===== src/rtl/spi_pkg.sv =====
// spi_pkg: types and constants shared by the SPI slave files.
package spi_pkg;

   localparam int SPI_SYNC_STAGES = 2;

   typedef struct packed {
      logic cpol;
      logic cpha;
   } spi_mode_t;

   typedef enum logic [1:0] {IDLE, ACTIVE, WAIT_CS} spi_state_t;

   // Leading edge of the mode; swap rise/fall arguments to get the trailing edge.
   function automatic logic lead_edge(spi_mode_t m, logic rise, logic fall);
      return m.cpol ? fall : rise;
   endfunction

endpackage


===== src/rtl/spi_sync.sv =====
// spi_sync: N-flop synchronizer for one asynchronous input bit.
module spi_sync
   import spi_pkg::*;
#(
   parameter int   N       = SPI_SYNC_STAGES,
   parameter logic RST_VAL = 1'b0
) (
   input  logic clk_in,
   input  logic rst_in,
   input  logic d_i,
   output logic q_o
);

   logic [N-1:0] ff_q;

   always_ff @(posedge clk_in or negedge rst_in) begin
      if (!rst_in) ff_q <= {N{RST_VAL}};
      else         ff_q <= {ff_q[N-2:0], d_i};
   end

   assign q_o = ff_q[N-1];

endmodule


===== src/rtl/spi_slave_axis.sv =====
// spi_slave_axis: SPI slave moving bytes between the SPI pins and AXI-Stream TX/RX.
// Define SPI_SLAVE_AXIS_STATUS_EN to add overflow, underrun and frame_count outputs.
module spi_slave_axis
   import spi_pkg::*;
#(
   parameter int         CLOCK_POLARITY_G = 0,
   parameter int         CLOCK_PHASE_G    = 0,
   parameter int         MSB_FIRST_G      = 1,
   parameter logic [7:0] UNDERRUN_BYTE_G  = 8'hFF
) (
   input  logic       clk_in,
   input  logic       rst_in,
   input  logic       sclk,
   input  logic       mosi,
   input  logic       cs,
   output logic       miso,
   output logic       miso_oe,
   input  logic [7:0] s_axis_tdata,
   input  logic       s_axis_tvalid,
   output logic       s_axis_tready,
   input  logic       s_axis_tlast,
   output logic [7:0] m_axis_tdata,
   output logic       m_axis_tvalid,
   input  logic       m_axis_tready,
   output logic       m_axis_tlast,
   output logic       busy
`ifdef SPI_SLAVE_AXIS_STATUS_EN
   ,
   output logic        overflow,
   output logic        underrun,
   output logic [15:0] frame_count
`endif
);

   localparam spi_mode_t  MODE      = '{cpol: CLOCK_POLARITY_G != 0, cpha: CLOCK_PHASE_G != 0};
   localparam logic       MSB       = MSB_FIRST_G != 0;
   localparam logic [1:0] INIT_DONE = 2'(SPI_SYNC_STAGES + 1);

   spi_state_t state_q, state_d;
   logic       sclk_s, mosi_s, cs_s, sclk_prev_q, cs_prev_q;
   logic [1:0] init_q;
   logic [2:0] cnt_q, cnt_d;
   logic [7:0] rx_q, rx_d, rx_next, tx_q, tx_d, hold_q, hold_d, m_data_q, m_data_d;
   logic       hold_v_q, hold_v_d, m_valid_q, m_valid_d, m_last_q, m_last_d, tready_q, tready_d;
   logic       active, go, cs_rise, cs_fall, sclk_rise, sclk_fall, lead, trail;
   logic       sample, shift, byte_done, fwd, stall, push, unused_tlast;

   spi_sync #(.RST_VAL(MODE.cpol)) u_sync_sclk (.clk_in(clk_in), .rst_in(rst_in), .d_i(sclk), .q_o(sclk_s));
   spi_sync #(.RST_VAL(1'b0))      u_sync_mosi (.clk_in(clk_in), .rst_in(rst_in), .d_i(mosi), .q_o(mosi_s));
   spi_sync #(.RST_VAL(1'b1))      u_sync_cs   (.clk_in(clk_in), .rst_in(rst_in), .d_i(cs),   .q_o(cs_s));

   assign unused_tlast = s_axis_tlast;
   assign sclk_rise    = sclk_s & ~sclk_prev_q;
   assign sclk_fall    = ~sclk_s & sclk_prev_q;
   assign cs_rise      = cs_s & ~cs_prev_q;
   assign cs_fall      = ~cs_s & cs_prev_q;
   assign lead         = lead_edge(MODE, sclk_rise, sclk_fall);
   assign trail        = lead_edge(MODE, sclk_fall, sclk_rise);
   assign active       = state_q == ACTIVE;

   // Until the cs synchronizer has settled after reset, its edges are not trusted.
   always_comb begin
      state_d = state_q;
      case (state_q)
         IDLE:    if (init_q == INIT_DONE) state_d = cs_fall ? ACTIVE : (cs_s ? IDLE : WAIT_CS);
         ACTIVE:  if (cs_rise) state_d = IDLE;
         default: if (cs_s) state_d = IDLE;
      endcase
   end

   // Both phases shift only after the first sample of a byte, so cnt_q != 0 covers either mode.
   always_comb begin
      go        = (state_q == IDLE) && (state_d == ACTIVE);
      sample    = active && !cs_rise && (MODE.cpha ? trail : lead);
      shift     = active && !cs_rise && (cnt_q != 3'd0) && (MODE.cpha ? lead : trail);
      rx_next   = MSB ? {rx_q[6:0], mosi_s} : {mosi_s, rx_q[7:1]};
      byte_done = sample && (cnt_q == 3'd7);
      fwd       = hold_v_q && (byte_done || (active && cs_rise));
      stall     = m_valid_q && !m_axis_tready;
      push      = fwd && !stall;
      cnt_d     = (!active || cs_rise) ? 3'd0 : cnt_q + {2'b0, sample};
      rx_d      = sample ? rx_next : rx_q;
      tready_d  = go || byte_done;
      tx_d      = tready_q ? (s_axis_tvalid ? s_axis_tdata : UNDERRUN_BYTE_G)
                : shift ? (MSB ? {tx_q[6:0], 1'b0} : {1'b0, tx_q[7:1]}) : tx_q;
      hold_d    = byte_done ? rx_next : hold_q;
      hold_v_d  = byte_done || (hold_v_q && !(active && cs_rise));
      m_valid_d = push || stall;
      m_data_d  = push ? hold_q : m_data_q;
      m_last_d  = push ? cs_rise : m_last_q;
   end

   always_ff @(posedge clk_in or negedge rst_in) begin
      if (!rst_in) begin
         state_q     <= IDLE;
         init_q      <= 2'd0;
         sclk_prev_q <= MODE.cpol;
         cs_prev_q   <= 1'b1;
         cnt_q       <= 3'd0;
         rx_q        <= 8'h00;
         tx_q        <= 8'h00;
         tready_q    <= 1'b0;
         hold_q      <= 8'h00;
         hold_v_q    <= 1'b0;
         m_valid_q   <= 1'b0;
         m_data_q    <= 8'h00;
         m_last_q    <= 1'b0;
      end else begin
         state_q     <= state_d;
         init_q      <= init_q + {1'b0, init_q != INIT_DONE};
         sclk_prev_q <= sclk_s;
         cs_prev_q   <= cs_s;
         cnt_q       <= cnt_d;
         rx_q        <= rx_d;
         tx_q        <= tx_d;
         tready_q    <= tready_d;
         hold_q      <= hold_d;
         hold_v_q    <= hold_v_d;
         m_valid_q   <= m_valid_d;
         m_data_q    <= m_data_d;
         m_last_q    <= m_last_d;
      end
   end

   assign miso_oe       = ~cs_s;
   assign busy          = ~cs_s;
   assign miso          = miso_oe & (MSB ? tx_q[7] : tx_q[0]);
   assign s_axis_tready = tready_q;
   assign m_axis_tdata  = m_data_q;
   assign m_axis_tvalid = m_valid_q;
   assign m_axis_tlast  = m_last_q;

`ifdef SPI_SLAVE_AXIS_STATUS_EN
   logic        overflow_q, underrun_q;
   logic [15:0] frame_count_q;

   always_ff @(posedge clk_in or negedge rst_in) begin
      if (!rst_in) begin
         overflow_q    <= 1'b0;
         underrun_q    <= 1'b0;
         frame_count_q <= 16'h0000;
      end else begin
         overflow_q    <= overflow_q | (fwd & stall);
         underrun_q    <= underrun_q | (tready_q & ~s_axis_tvalid);
         frame_count_q <= frame_count_q + {15'b0, active && cs_rise && (frame_count_q != 16'hFFFF)};
      end
   end

   assign overflow    = overflow_q;
   assign underrun    = underrun_q;
   assign frame_count = frame_count_q;
`endif

endmodule


===== config.mk =====
export PLATFORM = sky130hd
export DESIGN_NAME = spi_slave_axis
export DESIGN_NICKNAME = d
export VERILOG_FILES = /design/src/rtl/spi_pkg.sv /design/src/rtl/spi_sync.sv /design/src/rtl/spi_slave_axis.sv
export SDC_FILE = /design/constraint.sdc
export NUM_CORES = 1
export LEC_CHECK = 0
export ABC_AREA = 1
export CAP_MARGIN = 30
export CELL_PAD_IN_SITES_DETAIL_PLACEMENT = 0
export CELL_PAD_IN_SITES_GLOBAL_PLACEMENT = 1
export CORE_MARGIN = 5
export CORE_UTILIZATION = 41
export DETAILED_ROUTE_END_ITERATION = 10
export HOLD_SLACK_MARGIN = 0.1
export PLACE_DENSITY_LB_ADDON = 0.25
export SYNTH_ARGS = -nofsm -noshare
export SYNTH_HDL_FRONTEND = slang
export SYNTH_SLANG_ARGS = --single-unit

===== constraint.sdc =====
create_clock -name clk_in -period 2 [get_ports clk_in]
set_input_delay 0.3 -clock clk_in [delete_from_list [all_inputs] [get_ports clk_in]]
set_output_delay 0.3 -clock clk_in [all_outputs]
set_load 0.02 [all_outputs]

# Yosys cells after proc, flatten, opt, wreduce, memory -nomap -nowiden
# Cells that the tools add are included.
dict set report op_classes {
  add_sub_neg 2
  eq_ne 5
  muxes 10
  bitwise_logic 9
  n_reduce_logical 24
}
# cell count
set op_table {}
lappend op_table {{$mux W8} 3}
lappend op_table {{$logic_and A1 B1 Y1} 11}
lappend op_table {{$mux W2} 5}
lappend op_table {{$and A1 B1 Y1} 5}
lappend op_table {{$logic_not A1 Y1} 5}
lappend op_table {{$logic_or A1 B1 Y1} 5}
lappend op_table {{$eq A2 B1 Y1 const B} 2}
lappend op_table {{$not A1 Y1} 4}
lappend op_table {{$pmux W2 S2} 1}
lappend op_table {{$add A3 B1 Y3} 1}
lappend op_table {{$eq A3 B3 Y1 const B} 1}
lappend op_table {{$mux W3} 1}
lappend op_table {{$reduce_bool A3 Y1} 1}
lappend op_table {{$add A2 B1 Y2} 1}
lappend op_table {{$eq A2 B2 Y1 const B} 1}
lappend op_table {{$logic_not A2 Y1} 1}
lappend op_table {{$ne A2 B2 Y1 const B} 1}
lappend op_table {{$reduce_bool A2 Y1} 1}
dict set report totals {
  register_bits 50
  input_bits 16
  out_inout_bits 14
  wordCells 66
}

# Logic depth before layout (Yosys ltp)
# Gate-level depths: netlist of the first run.
dict set report depth {
  word_depth 10
  ltp_mapped 10
  mapped_depth_nobuf 9
}

# Cells and area by module
# From an unflattened synthesis of the first run, not the netlist that was laid out.
dict set report unflattened {
  hier_cells 211
  area_unflattened_um2 2042.0
}
# module n_inst cells_per_inst area_per_inst_um2 seq_area_each_um2
set modules_own_cells {}
lappend modules_own_cells {spi_slave_axis 1 205 1889.3 1102.3}
lappend modules_own_cells {{spi_sync at u_sync_mosi ...} 2 2 50.0 50.0}
lappend modules_own_cells {{spi_sync at u_sync_cs} 1 2 52.6 52.6}

# Worst setup path before layout of the first run
# OpenSTA, ideal clock, no wires.
dict set report synth_path {
  kind {reg2reg}
  start {reg u_sync_cs.ff_q[1]}
  end {reg cnt_q[2]}
  setup_ps 120
  arrival_time_ps 1637
  required_time_ps 1880
  slack_ps 243
  stages_incl_launch_ff 11
  n_path_buf 1
  synth_period_minus_slack_ps 1757
  cell_sequence {dfstp_2 -> inv_2 -> nor2_4 -> nor2_4 -> nand2_2 -> buf_2 -> inv_1 -> ha_1 -> ha_1 -> xnor2_1 -> nor2_1}
}
dict set report synth_between {
  elab_chain_cells 6
  elab_cells_between_ends 7
  cone_classes {add/sub: 1; mux: 1; bitwise: 1; reduce/logical: 4}
}
# item line
set synth_lines {}
lappend synth_lines {{from (decl)} spi_sync.sv:14} ;# logic [N-1:0] ff_q;
lappend synth_lines {{from (signal assigned)} spi_sync.sv:17} ;# if (!rst_in) ff_q <= {N{RST_VAL}};
lappend synth_lines {{from (signal assigned)} spi_sync.sv:18} ;# else ff_q <= {ff_q[N-2:0], d_i};
lappend synth_lines {{$and A1 B1 Y1} spi_slave_axis.sv:55} ;# assign cs_rise = cs_s & ~cs_prev_q;
lappend synth_lines {{$logic_not A1 Y1} spi_slave_axis.sv:74} ;# sample = active && !cs_rise && (MODE.cpha ? trail : lead);
lappend synth_lines {{$logic_and A1 B1 Y1 (2 in series)} spi_slave_axis.sv:74}
lappend synth_lines {{via sample} spi_slave_axis.sv:46} ;# logic sample, shift, byte_done, fwd, stall, push, unused_tlast;
lappend synth_lines {{$add A3 B1 Y3} spi_slave_axis.sv:81} ;# cnt_d = (!active || cs_rise) ? 3'd0 : cnt_q + {2'b0, sample};
lappend synth_lines {{$mux W3} spi_slave_axis.sv:81}
lappend synth_lines {{via cnt_d[2]} spi_slave_axis.sv:42} ;# logic [2:0] cnt_q, cnt_d;
lappend synth_lines {{to (signal assigned)} spi_slave_axis.sv:113} ;# cnt_q <= cnt_d;
lappend synth_lines {{to (decl)} spi_slave_axis.sv:42}
# The timed path passes the listed nets, and every way through them passes these cells.
# A chain may end at the register's enable or synchronous reset.

# Worst setup path after layout of the first run
dict set report layout_path {
  start {reg u_sync_cs.ff_q[1]}
  end {out busy}
}
dict set report layout_between {
  elab_chain_cells 1
}
# item line
set layout_lines {}
lappend layout_lines {{$not A1 Y1} spi_slave_axis.sv:126} ;# assign busy = ~cs_s;
lappend layout_lines {{to (decl)} spi_slave_axis.sv:26} ;# output logic busy
# Every way passes these cells.

==> results of run 1 <==
[flip-flops by register name (all words and copies together) (netlist names), 3 cells and up]
register      flops
rx_q              7
m_axis_tdata      8
tx_q              8
hold_q            8
cnt_q             3
[per-layer routing]
metal / vias up / track usage / share of wire
li1: 730 / - / -
met1: 634 / 0.162 / 0.50
met2: 25 / 0.182 / 0.44
met3: 6 / 0.0269 / 0.045
met4: 0 / 0.0507 / 0.016
met5: - / 0 / 0
[power by group]
| group | switching, uW | total [uW] | internal, uW |
|---|---|---|---|
| Clock | 312 | 558 | 246 |
| Sequential | 59.3 | 1210 | 1150 |
| Combinational | 236 | 398 | 162 |
[cell type report]
type                    instances  area share
repair buffers                 32       0.125
clock inverters                 3     0.00862
well taps                      67      0.0340
clock buffers                   5      0.0279
inverters                      30      0.0456
multi-input cells             124       0.251
flip-flops and latches         50       0.509
[synthesized netlist by cell type, drive strengths merged]
| library cell | number | area share |
|---|---|---|
| buf | 7 | 0.029 |
| nor4 | 1 | 0.0031 |
| dfrtp | 47 | 0.57 |
| xnor2 | 1 | 0.0043 |
| a21oi | 8 | 0.020 |
| o21ai | 24 | 0.059 |
| nand3 | 6 | 0.027 |
| nor2 | 16 | 0.037 |
| nand2 | 56 | 0.11 |
| inv | 29 | 0.053 |
| ha | 2 | 0.012 |
| nand4 | 10 | 0.031 |
| dfstp | 3 | 0.039 |
| clkinv | 1 | 0.0018 |
[kinds of logic (layout without fill, tap and decap cells)]
group,count (synthesis),after routing
AND/OR/NAND/NOR,89,89
flip-flops,50,50
buffers and inverters,37,70
AO/OA/AOI/OAI,32,32
adder cells (fa/ha/maj),2,2
XOR/XNOR,1,1
[how the worst max path moves through the flow]
stage	endpoint	cells past startpoint
floorplan	cnt_q[2]	10
global placement	cnt_q[2]	9
detailed placement	cnt_q[2]	9
CTS	busy	2
global route	busy	2
finish	busy	2
[through the flow]
stage	util	instances	worst slack, ps
3_3_place_gp	0.495	302	406
5_1_grt	0.516	311	143
2_1_floorplan	-	211	243
4_1_cts	0.516	311	184
3_5_place_dp	0.495	302	395
6_report	0.516	311	207
[timing repair]
action | in CTS | in global routing
hold buffers | 1 | 0
buffers inserted | 0 | 0
hold endpoints to repair | 20 | 0
endpoints found under the setup margin | 0 | 0
==> flow_summary.json, run 1 <==
{
  "outcome": "finished clean",
  "placed_area_um2": 2370,
  "viasPerCell": 4.49,
  "worstPathArrival_ps": 1490,
  "cts-resized-gates": 0,
  "io_pins": 30,
  "wirelength_mm": 3.28,
  "initial_utilization": 0.427,
  "cts.htree.levels": 2,
  "fillers": 468,
  "r2r-start": "u_sync_cs.ff_q[1]",
  "start_kind": "flip-flop",
  "crit_start": "u_sync_cs.ff_q[1]",
  "rrSetupSlack_ps": 380,
  "power.total_uw": 2170,
  "synth_xor_area_frac": 0.00428,
  "slew-limit-headroom": 0.649,
  "port_buffers": 28,
  "max-clock-path-buffers": 2,
  "die_w_um": 80.6,
  "synth_top_family_by_area": "simple AND/OR/NAND/NOR gates",
  "critPathSlowestCell": "dfstp_2",
  "synth-simple-area-share": 0.207,
  "post-route-period-util": 0.897,
  "coreArea_um2": 4790,
  "synthToLayoutAreaGrowth_pct": 20.6,
  "drc": 0,
  "final_cell_mix": "nand2_1 (52), dfrtp_1 (47), inv_1 (28)",
  "setup-tns-final_ps": 0,
  "syn_area_um2": 2050,
  "die_h_um": 80.6,
  "netlist_instances": 211,
  "grt_overflow": 0,
  "critical_path.cell_chain": "inv_2, clkdlybuf4s50_1",
  "end_kind": "output port",
  "holdPathEnd": "u_sync_sclk.ff_q[1]",
  "path_delay_family": "buffers and inverters",
  "timing.rr.end": "cnt_q[2]",
  "ir_drop_uv": 568,
  "antenna_found_initial": 0,
  "hp-start": "u_sync_sclk.ff_q[0]",
  "numClockSinks": 50,
  "power.leakage_uw": 0.00117,
  "grt_pass1_vias": 1372,
  "postRouteAntennaNets": 0,
  "firstDrtPassIters": 4,
  "fin_skew_ps": 7.90,
  "rsz0062_at_grt": "false",
  "synth_cell_types": 23,
  "seq_area_um2": 1250,
  "slowest_delay_ps": 580,
  "maxCapViolations": 0,
  "ys_ff_latch": 50,
  "gp_congestion": 0.703,
  "path_max_fanout": 5,
  "dp_hpwl_mm": 2.40,
  "yosysSeqAreaShare": 0.613,
  "synthAdderAreaFrac": 0.0122,
  "yosys_warnings": 0,
  "crit_type": "reg -> out",
  "crit_required_ps": 1700,
  "hp-class": "reg -> reg",
  "grtUsageTotal": 0.119,
  "dieArea_um2": 6500,
  "drt_iter0_markers": 80,
  "final_area_um2": 2470,
  "finalHoldViolCount": 0,
  "holdWs_ps": 352,
  "synth-compound-area-share": 0.0783,
  "cts_tree": "built",
  "synth.avg_cell_area_um2": 9.70,
  "period_minus_slack_ps": 1790,
  "clockRootBuffer": "clkbuf_8",
  "cts_made_buffers": 5,
  "vias": 1395,
  "min_path_cells": 0,
  "maxSlewViolCount": 0,
  "clk_pin_slew_worst_paths_ps": 90,
  "reg2reg_depth": 9,
  "p_per_area_nw_per_um2": 878,
  "grt_pass1_wl_mm": 5.99,
  "insertion_delay_ps": 290,
  "setup_viol": 0,
  "crit_buf_inv": 2,
  "worstMarginPinSlew_ps": 526,
  "fin_nets": 261,
  "fmax_mhz": 558,
  "rows": 25,
  "muxShareOfSynthArea": 0,
  "wl_per_cell_um": 10.5,
  "syn_nets": 229,
  "mostFrequentLayoutCell": "nand2_1",
  "antenna_cells": 0,
  "multiInputGateArea_um2": 618,
  "drive_above_1_share": 0.0984,
  "grt_max_degree": 26
}
No activity file was read; power rests on OpenSTA's default activity.
==> inputs of run 2 (changes only) <==
- CORE_MARGIN: 5 -> 2
==> flow_summary.json, run 2 (same netlist as run 1, synthesis figures left out) <==
{
  "grt_pass1_vias": 1217,
  "vias": 1350,
  "numClockSinks": 50,
  "drt_iter0_markers": 62,
  "fmax_mhz": 565,
  "path_max_fanout": 5,
  "insertion_delay_ps": 290,
  "maxCapViolations": 0,
  "fin_skew_ps": 3.71,
  "postRouteAntennaNets": 0,
  "drc": 0,
  "setup_viol": 0,
  "die_w_um": 74.6,
  "cts-resized-gates": 0,
  "viasPerCell": 4.34,
  "initial_utilization": 0.430,
  "end_kind": "output port",
  "antenna_found_initial": 0,
  "io_pins": 30,
  "start_kind": "flip-flop",
  "ir_drop_uv": 473,
  "placed_area_um2": 2370,
  "clk_pin_slew_worst_paths_ps": 80,
  "critical_path.cell_chain": "inv_2, clkdlybuf4s50_1",
  "wirelength_mm": 3.21,
  "cts_made_buffers": 5,
  "maxSlewViolCount": 0,
  "port_buffers": 28,
  "cts.htree.levels": 2,
  "postCtsSetupBuffers": 0,
  "grt_pass1_wl_mm": 5.45,
  "fin_nets": 261,
  "clockRootBuffer": "clkbuf_8",
  "dieArea_um2": 5570,
  "crit_required_ps": 1700,
  "path_delay_family": "buffers and inverters",
  "slew-limit-headroom": 0.674,
  "finalHoldViolCount": 0,
  "holdWs_ps": 352,
  "outcome": "finished clean",
  "firstDrtPassIters": 4,
  "drive_above_1_share": 0.0902,
  "gp_congestion": 0.772,
  "critPathSlowestCell": "dfstp_2",
  "p_per_area_nw_per_um2": 881,
  "crit_buf_inv": 2,
  "crit_type": "reg -> out",
  "worstPathArrival_ps": 1470,
  "mostFrequentLayoutCell": "nand2_1",
  "period_minus_slack_ps": 1770,
  "dp_hpwl_mm": 2.27,
  "power.leakage_uw": 0.00117,
  "max-clock-path-buffers": 2,
  "setup-tns-final_ps": 0,
  "coreArea_um2": 4750,
  "wl_per_cell_um": 10.3,
  "hp-class": "reg -> reg",
  "synthToLayoutAreaGrowth_pct": 20.6,
  "final_area_um2": 2470,
  "grtUsageTotal": 0.130,
  "final_cell_mix": "nand2_1 (52), dfrtp_1 (47), inv_1 (28)",
  "slowest_delay_ps": 570,
  "rsz0062_at_grt": "false",
  "antenna_cells": 0,
  "power.total_uw": 2170,
  "grt_overflow": 0,
  "die_h_um": 74.6,
  "post-route-period-util": 0.886,
  "grt_max_degree": 23,
  "rows": 25,
  "worstMarginPinSlew_ps": 490,
  "cts_tree": "built"
}
## run 2: path summary, 6_finish.rpt
path	startpoint	depth (start not counted)	to	slack, ps
worst max-delay path	u_sync_cs.ff_q[1]	2	busy	230
worst min-delay path	u_sync_mosi.ff_q[0]	0	u_sync_mosi.ff_q[1]	350
worst max register to register	u_sync_cs.ff_q[1]	9	cnt_q[2]	400
worst min register to register	u_sync_mosi.ff_q[0]	0	u_sync_mosi.ff_q[1]	350
max in group asynchronous	rst_in	3	rx_q[1]	920
min in group asynchronous	rst_in	2	tx_q[7]	500
## run 2: what timing repair did
action | in CTS | in global routing
hold buffers | 1 | 0
hold endpoints to repair | 17 | 0
setup endpoints to repair | 0 | 0
## run 2: final cells by class
type / count / area [um2]
Clock buffer: 8 / 90.1
Timing Repair Buffer: 32 / 308
Sequential cell: 50 / 1250
Tap cell: 67 / 83.8
Multi-Input combinational cell: 124 / 618
Inverter: 30 / 113
Fill cell: 469 / 2290
## run 2: metal layers
layer,share of wire,global-route usage
met1,0.54,0.183
met4,0.016,0.0536
met2,0.41,0.188
met5,0,0
met3,0.039,0.0402
## run 2: where the power goes
group / total (uW) / switching [uW] / leakage, uW / internal, uW
clock network: 575 / 292 / 0.0000455 / 282
registers: 1210 / 56.2 / 0.000647 / 1150
logic: 393 / 230 / 0.000483 / 162
## run 2: through the flow
step / instances / setup slack, ps / utilization
after global routing: 311 / 179 / 0.519
after detailed placement: 302 / 413 / 0.498
after CTS: 311 / 211 / 0.519
after floorplan: 211 / 243 / -
after global placement: 302 / 398 / 0.498
final: 311 / 229 / 0.519
==> inputs of run 3 (changes only) <==
- CAP_MARGIN: 30 -> default
- CORE_MARGIN: 2 -> default
==> flow_summary.json, run 3 (same netlist as run 1, synthesis figures left out) <==
{
  "grt_pass1_vias": 1200,
  "numClockSinks": 50,
  "cts_tree": "built",
  "finalHoldViolCount": 0,
  "worstPathArrival_ps": 1470,
  "placed_area_um2": 2370,
  "final_area_um2": 2460,
  "holdPathEnd": "u_sync_sclk.ff_q[1]",
  "die_h_um": 72.6,
  "dp_cells": 302,
  "cts-resized-gates": 0,
  "r2r-start": "u_sync_cs.ff_q[1]",
  "slew-limit-headroom": 0.737,
  "grt_pass1_wl_mm": 5.55,
  "stdcell_count": 311,
  "firstDrtPassIters": 4,
  "worstMarginPinSlew_ps": 394,
  "coreArea_um2": 4750,
  "mostFrequentLayoutCell": "nand2_1",
  "p_per_area_nw_per_um2": 876,
  "path_max_fanout": 5,
  "wl_per_cell_um": 10.4,
  "antenna_cells": 0,
  "rrSetupSlack_ps": 400,
  "initial_utilization": 0.430,
  "period_minus_slack_ps": 1770,
  "vias": 1365,
  "insertion_delay_ps": 290,
  "dp_hpwl_mm": 2.31,
  "clockRootBuffer": "clkbuf_8",
  "critPathSlowestCell": "dfstp_2",
  "hp-class": "reg -> reg",
  "grt_overflow": 0,
  "dieArea_um2": 5280,
  "rows": 25,
  "fmax_mhz": 565,
  "drt_iter0_markers": 76,
  "crit_type": "reg -> out",
  "critical_path.cell_chain": "inv_2, clkdlybuf4s50_1",
  "final_cell_mix": "nand2_1 (52), dfrtp_1 (47), inv_1 (28)",
  "drc": 0,
  "clk_pin_slew_worst_paths_ps": 80,
  "postCtsSetupBuffers": 0,
  "end_kind": "output port",
  "outcome": "finished clean",
  "post-route-period-util": 0.886,
  "timing.rr.end": "cnt_q[2]",
  "crit_required_ps": 1700,
  "fin_skew_ps": 4.58,
  "power.leakage_uw": 0.00117,
  "drive_above_1_share": 0.0861,
  "antenna_found_initial": 0,
  "multiInputGateArea_um2": 618,
  "gp_congestion": 0.732,
  "fin_nets": 261,
  "cts_made_buffers": 5,
  "seq_area_um2": 1250,
  "wirelength_mm": 3.25,
  "die_w_um": 72.6,
  "reg2reg_depth": 9,
  "hp-start": "u_sync_sclk.ff_q[0]",
  "setup-tns-final_ps": 0,
  "ir_drop_uv": 367,
  "crit_buf_inv": 2,
  "max-clock-path-buffers": 2,
  "io_pins": 30,
  "setup_viol": 0,
  "maxCapViolations": 0,
  "port_buffers": 28,
  "fillers": 476,
  "path_delay_family": "buffers and inverters",
  "maxSlewViolCount": 0,
  "slowest_delay_ps": 570,
  "cts.htree.levels": 2,
  "synthToLayoutAreaGrowth_pct": 20.1,
  "start_kind": "flip-flop",
  "viasPerCell": 4.39,
  "rsz0062_at_grt": "false",
  "grt_max_degree": 20,
  "min_path_cells": 0,
  "grtUsageTotal": 0.140,
  "postRouteAntennaNets": 0
}
## run 3: layout make-up
type / instances / share of cell area
repair buffers: 32 / 0.125
inverters: 30 / 0.0458
clock buffers: 8 / 0.0326
flip-flops and latches: 50 / 0.511
multi-input cells: 124 / 0.252
well taps: 67 / 0.0341
## run 3: per-layer routing
metal	track usage	routed length [um]
met1	0.203	1660
met3	0.0414	109
met4	0.0654	65
met2	0.193	1410
met5	0	0
## run 3: worst max-delay path by stage
stage	start	end	slack [ps]	cells after the start
floorplan	u_sync_cs.ff_q[1]	cnt_q[2]	240	10
global placement	u_sync_cs.ff_q[1]	cnt_q[2]	410	9
detailed placement	u_sync_cs.ff_q[1]	cnt_q[2]	390	9
CTS	u_sync_cs.ff_q[1]	busy	200	2
global route	u_sync_cs.ff_q[1]	busy	170	2
finish	u_sync_cs.ff_q[1]	busy	230	2
## run 3: timing repair
action | CTS | global route
hold buffers | 1 | 0
setup endpoints to repair | 0 | 0
hold endpoints to repair | 13 | 0
## run 3: per-stage QoR
| stage | util | hold slack (ps) | worst slack (ps) | power (uW) |
|---|---|---|---|---|
| 2_1_floorplan | - | 4.41 | 243 | 1510 |
| 3_3_place_gp | 0.498 | 248 | 406 | 1620 |
| 3_5_place_dp | 0.498 | 248 | 389 | 1630 |
| 4_1_cts | 0.517 | 355 | 203 | 2190 |
| 5_1_grt | 0.517 | 365 | 165 | 2300 |
| 6_report | 0.517 | 352 | 229 | 2150 |
## run 3: where the power goes
| part | switching (uW) | total (uW) | internal, uW |
|---|---|---|---|
| registers | 57.6 | 1210 | 1150 |
| clock network | 302 | 551 | 249 |
| logic | 231 | 393 | 162 |
==> RTL edit 1, RTL diff (flow settings as in run 2) <==
The parameter `RST_VAL` goes from 1'b1 to 1'b0.
--- a/src/rtl/spi_slave_axis.sv
+++ b/src/rtl/spi_slave_axis.sv
@@ -47,7 +47,7 @@
 
    spi_sync #(.RST_VAL(MODE.cpol)) u_sync_sclk (.clk_in(clk_in), .rst_in(rst_in), .d_i(sclk), .q_o(sclk_s));
    spi_sync #(.RST_VAL(1'b0))      u_sync_mosi (.clk_in(clk_in), .rst_in(rst_in), .d_i(mosi), .q_o(mosi_s));
-   spi_sync #(.RST_VAL(1'b1))      u_sync_cs   (.clk_in(clk_in), .rst_in(rst_in), .d_i(cs),   .q_o(cs_s));
+   spi_sync #(.RST_VAL(1'b0))      u_sync_cs   (.clk_in(clk_in), .rst_in(rst_in), .d_i(cs),   .q_o(cs_s));
 
    assign unused_tlast = s_axis_tlast;
    assign sclk_rise    = sclk_s & ~sclk_prev_q;
Formal check against the unedited RTL: not equivalent (a bounded check fails within 4 cycles, from zero or initial values and one cycle with rst_in low).
==> RTL edit 1 against run 2 <==
- setup slack improved by 0.0094 ns
- synthesized area down 0.12%
- first-iteration DRC count grew 26%
- die area fell by 0.11%
- routed wire length is 3.8% higher
- final area increased by 0.56%
- clock skew rose by 0.0035 ns
- power up 5.9%
- non-clock buffer count is 2 lower
- sequential cell count did not move
- core utilization up 0.29 points
- largest cell class unchanged
- largest power group unchanged
==> RTL edit 1: results (changes against run 2) <==
| Metric | Value |
|---|---|
| CP top delay family | `buffers and inverters` |
| Crit-path slowest cell | `clkdlybuf4s50_1` |
| Worst Hold Class | `reg -> reg` |
| Routed wl met3 | `138 um (+10%)` |
| Leak | `1.19 nW (+0.87%)` |
| Number of global-route vias before repair | `1,313 (+7.9%)` |
| Syn. warnings | `0 (unchanged)` |
| GR Util met3 | `4.47% (+0.46 points)` |
| Mean Syn Cell Area | `9.68 um^2 (-0.12%)` |
| Tightest Pin Transition | `0.398 ns (-0.0914 ns)` |
| Initial DRC count | `78 (+26%)` |
| Total track usage | `14.1% (+1.1 points)` |
| Largest net degree at the start of global routing | `51 (+120%)` |
| Worst path max stage delay | `0.61 ns (+0.04 ns)` |
| Sequential share of the synthesized area | `61.3% (about the same)` |
| Crit-path max FO | `5 (unchanged)` |
| Setup WS pre-CTS | `0.305 ns (-0.107 ns)` |
| Synth unique cells | `23 (unchanged)` |
| Post-CTS setup buffer count | `0 (unchanged)` |
| Asr flop ratio synth | `100% (unchanged)` |
| Synth Flop Type | `dfrtp_1` |
| Drt pass-1 iters | `4 (unchanged)` |
| Placed wire-length estimate | `2270 um (about the same)` |
| Number of port buffers | `28 (unchanged)` |
| Via Count | `1,416 (+4.9%)` |
| Top routing layer in use | `met4` |
| Synth top area cells | `dfrtp_1 60%, nand2_1 9.6%, inv_1 5.1%` |
| Drt wl/cell | `10.8 um (+4.4%)` |
| Most common library cells after synthesis | `52 x nand2_1, 49 x dfrtp_1, 28 x inv_1, 20 x o21ai_0, 14 x nor2_1` |
| Clk_lat worst skew | `0.30 ns` |
| Maximum vdd drop | `417 uV (-12%)` |
| Met2 usage | `21.4% (+2.7 points)` |
| Met1 WL | `1670 um (-3.0%)` |
| DR WL met2 | `1470 um (+12%)` |
| H-tree depth | `2 (unchanged)` |
| Root Buffer | `clkbuf_8` |
| Met1 Resource Use GR | `19.1% (+0.83 points)` |
| Status | `completed` |
| Synth Net Count | `229 (unchanged)` |
| Nets@finish | `259 (-0.77%)` |
| Routability congestion estimate | `0.739 (-4.3%)` |
| CTS Buffer Depth | `2 (unchanged)` |
| Ant diodes | `0 (unchanged)` |
| Routed WL | `3330 um (+3.8%)` |
| Layout cells sized above 1 | `8.26% (-0.75 points)` |
| Area after DPL | `2360 um^2 (-0.21%)` |
| Most common cell after layout, fill and taps aside | `nand2_1` |
| Global-route wire length before repair | `5930 um (+8.9%)` |
| Inserted Clock Buffers | `5 (unchanged)` |
| Worst Clk Skew | `0.00721 ns (+0.00350 ns)` |
| Antenna violations before repair | `0 (unchanged)` |
| Placed cell count | `300 (-0.66%)` |
| Clock transition at the registers of the reported paths | `0.08 ns (about the same)` |
-- RTL edit 1: cell count changes after synthesis --
cell	change
dfrtp_1	+2
dfstp_2	-2
-- RTL edit 1: worst paths after layout --
| check | startpoint | endpoint | slack [ns] | cells after the start |
|---|---|---|---|---|
| worst min-delay path | u_sync_cs.ff_q[0] | u_sync_cs.ff_q[1] | 0.35 | 0 |
| max in group asynchronous | rst_in | cs_prev_q | 1.21 | 3 |
| worst max register to register | u_sync_cs.ff_q[1] | cnt_q[2] | 0.32 | 9 |
| min in group asynchronous | rst_in | tx_q[5] | 0.51 | 3 |
| worst min register to register | u_sync_cs.ff_q[0] | u_sync_cs.ff_q[1] | 0.35 | 0 |
| worst max-delay path | u_sync_cs.ff_q[1] | miso_oe | 0.24 | 2 |
-- RTL edit 1: timing repair --
item,in CTS,in global routing
hold endpoints to repair,49,0
gates resized for setup,0,0
hold buffers,1,0
-- RTL edit 1: area by class of cell --
cell class / instances / area (um^2)
Clock buffer: 5 / 68.8
Clock inverter: 3 / 40.0
Fill cell: 468 / 2270
Inverter: 30 / 113
Multi-Input combinational cell: 124 / 618
Sequential cell: 50 / 1250
Tap cell: 67 / 83.8
Timing Repair Buffer: 30 / 305
-- RTL edit 1: report_power, final --
part / switching (mW) / internal [mW] / leakage, nW
clock: 0.329 / 0.368 / 0.0579
combinational: 0.235 / 0.161 / 0.478
sequential: 0.0591 / 1.15 / 0.649
-- RTL edit 1: cells by family (layout without fill, tap and decap cells) --
kind of cell    count (synthesis)  in the layout  synth area share (%)
simple gates                   89             89                  20.8
flops                          50             50                  61.3
buf+inv                        37             68                  8.45
compound gates                 32             32                  7.84
fa+ha+maj                       2              2                  1.22
xor+xnor                        1              1                 0.429
==> RTL edit 2, RTL diff (config.mk and constraints of run 2) <==
Made on the original files. The 3 states of `spi_state_t` get a one-hot encoding in 3 bits.
--- a/src/rtl/spi_pkg.sv
+++ b/src/rtl/spi_pkg.sv
@@ -8,7 +8,7 @@
       logic cpha;
    } spi_mode_t;
 
-   typedef enum logic [1:0] {IDLE, ACTIVE, WAIT_CS} spi_state_t;
+   typedef enum logic [2:0] {IDLE = 3'b001, ACTIVE = 3'b010, WAIT_CS = 3'b100} spi_state_t;
 
    // Leading edge of the mode; swap rise/fall arguments to get the trailing edge.
    function automatic logic lead_edge(spi_mode_t m, logic rise, logic fall);
Formal check against the unedited RTL: same outputs for any inputs over 10 cycles, from zero or initial values and one cycle with rst_in low; not proved beyond that.
==> RTL edit 2 against run 2 <==
- sequential cell count rose by 1
- setup slack got worse by 0.060 ns
- non-clock buffer count fell by 1
- die area rose by 3.5%
- routed wire length rose by 10%
- clock skew rose by 0.0039 ns
- synthesized area rose by 3.7%
- first-iteration DRC count rose by 16%
- final area rose by 4.9%
- highest routed layer unchanged
- combinational power rose by 12%
- power rose by 9.1%
- hold slack improved by 0.00076 ns
==> RTL edit 2: results (changes against run 2) <==
| Metric | Value |
|---|---|
| Status | `completed` |
| Multi-input gates | `131 (+5.6%)` |
| Nets@finish | `272 (+4.2%)` |
| Synth Net Count | `241 (+5.2%)` |
| Hold WS | `0.352 ns (+0.000755 ns)` |
| Non-clock buffer share | `12.1% (-0.39 points)` |
| Vias/cell | `4.53 (+4.4%)` |
| Worst Clk Skew | `0.00761 ns (+0.00389 ns)` |
| GR Util met3 | `4.05% (+0.032 points)` |
| Layout cells sized above 1 | `10.6% (+1.6 points)` |
| Post-Synth XOR/XNOR Area | `0.413% (-0.015 points)` |
| Met1 Resource Use GR | `19.5% (+1.1 points)` |
| Routed wl met3 | `160 um (+28%)` |
| Placed wire-length estimate | `2480 um (+9.6%)` |
| Crit path DAT | `1.53 ns (+0.06 ns)` |
| Routed WL | `3530 um (+10%)` |
| Plain + repair buffers | `31 (-3.1%)` |
| Placed cell count | `316 (+4.6%)` |
| Global-route wire length before repair | `6660 um (+22%)` |
| Gate power share | `18.6% (+0.5 points)` |
| Logic inverters | `34 (+13%)` |
| Synth unique cells | `26 (+13%)` |
| Post-Synth Adder-Cell Area | `1.18% (-0.044 points)` |
| # fillers | `491 (+4.7%)` |
| Largest net degree at the start of global routing | `31 (+35%)` |
| Most common library cells after synthesis | `56 x nand2_1, 47 x dfrtp_1, 32 x inv_1, 26 x o21ai_0, 13 x nor2_1` |
| Worst path max stage delay | `0.60 ns (+0.03 ns)` |
| Sequential share of the synthesized area | `60.4% (-0.97 points)` |
| P_clk | `710 uW (+23%)` |
| Synth top area cells | `dfrtp_1 55%, nand2_1 9.9%, o21ai_0 6.1%` |
| #FFs+latches synth | `51 (+2.0%)` |
| Finished Layout Cells | `325 (+4.5%)` |
| PwrDens | `917 nW/um^2 (+4.1%)` |
| Total track usage | `14.4% (+1.4 points)` |
| Setup WS pre-CTS | `0.345 ns (-0.0676 ns)` |
| Leak | `1.23 nW (+4.8%)` |
| Initial DRC count | `72 (+16%)` |
## RTL edit 2: changes by cell type in the layout (fill, tap and decap cells not counted), sizes merged, moves of 2 or more
cell	before	now
a21oi	8	6
o21ai	24	29
clkbuf	8	5
nand2	56	58
inv	29	34
## RTL edit 2: how the worst max path moves through the flow
stage | start | to | slack, ns | depth (start not counted)
3_5_place_dp | u_sync_cs.ff_q[1] | cnt_q[2] | 0.34 | 9
6_report | u_sync_cs.ff_q[1] | miso_oe | 0.17 | 2
5_1_grt | u_sync_cs.ff_q[1] | miso_oe | 0.11 | 2
4_1_cts | u_sync_cs.ff_q[1] | miso_oe | 0.14 | 2
2_1_floorplan | u_sync_cs.ff_q[1] | cnt_q[2] | 0.24 | 10
3_3_place_gp | u_sync_cs.ff_q[1] | cnt_q[2] | 0.38 | 9
## RTL edit 2: what timing repair did
item,in CTS,in global routing
resized for setup,0,0
endpoints found under the hold margin,17,0
hold buffers,1,0
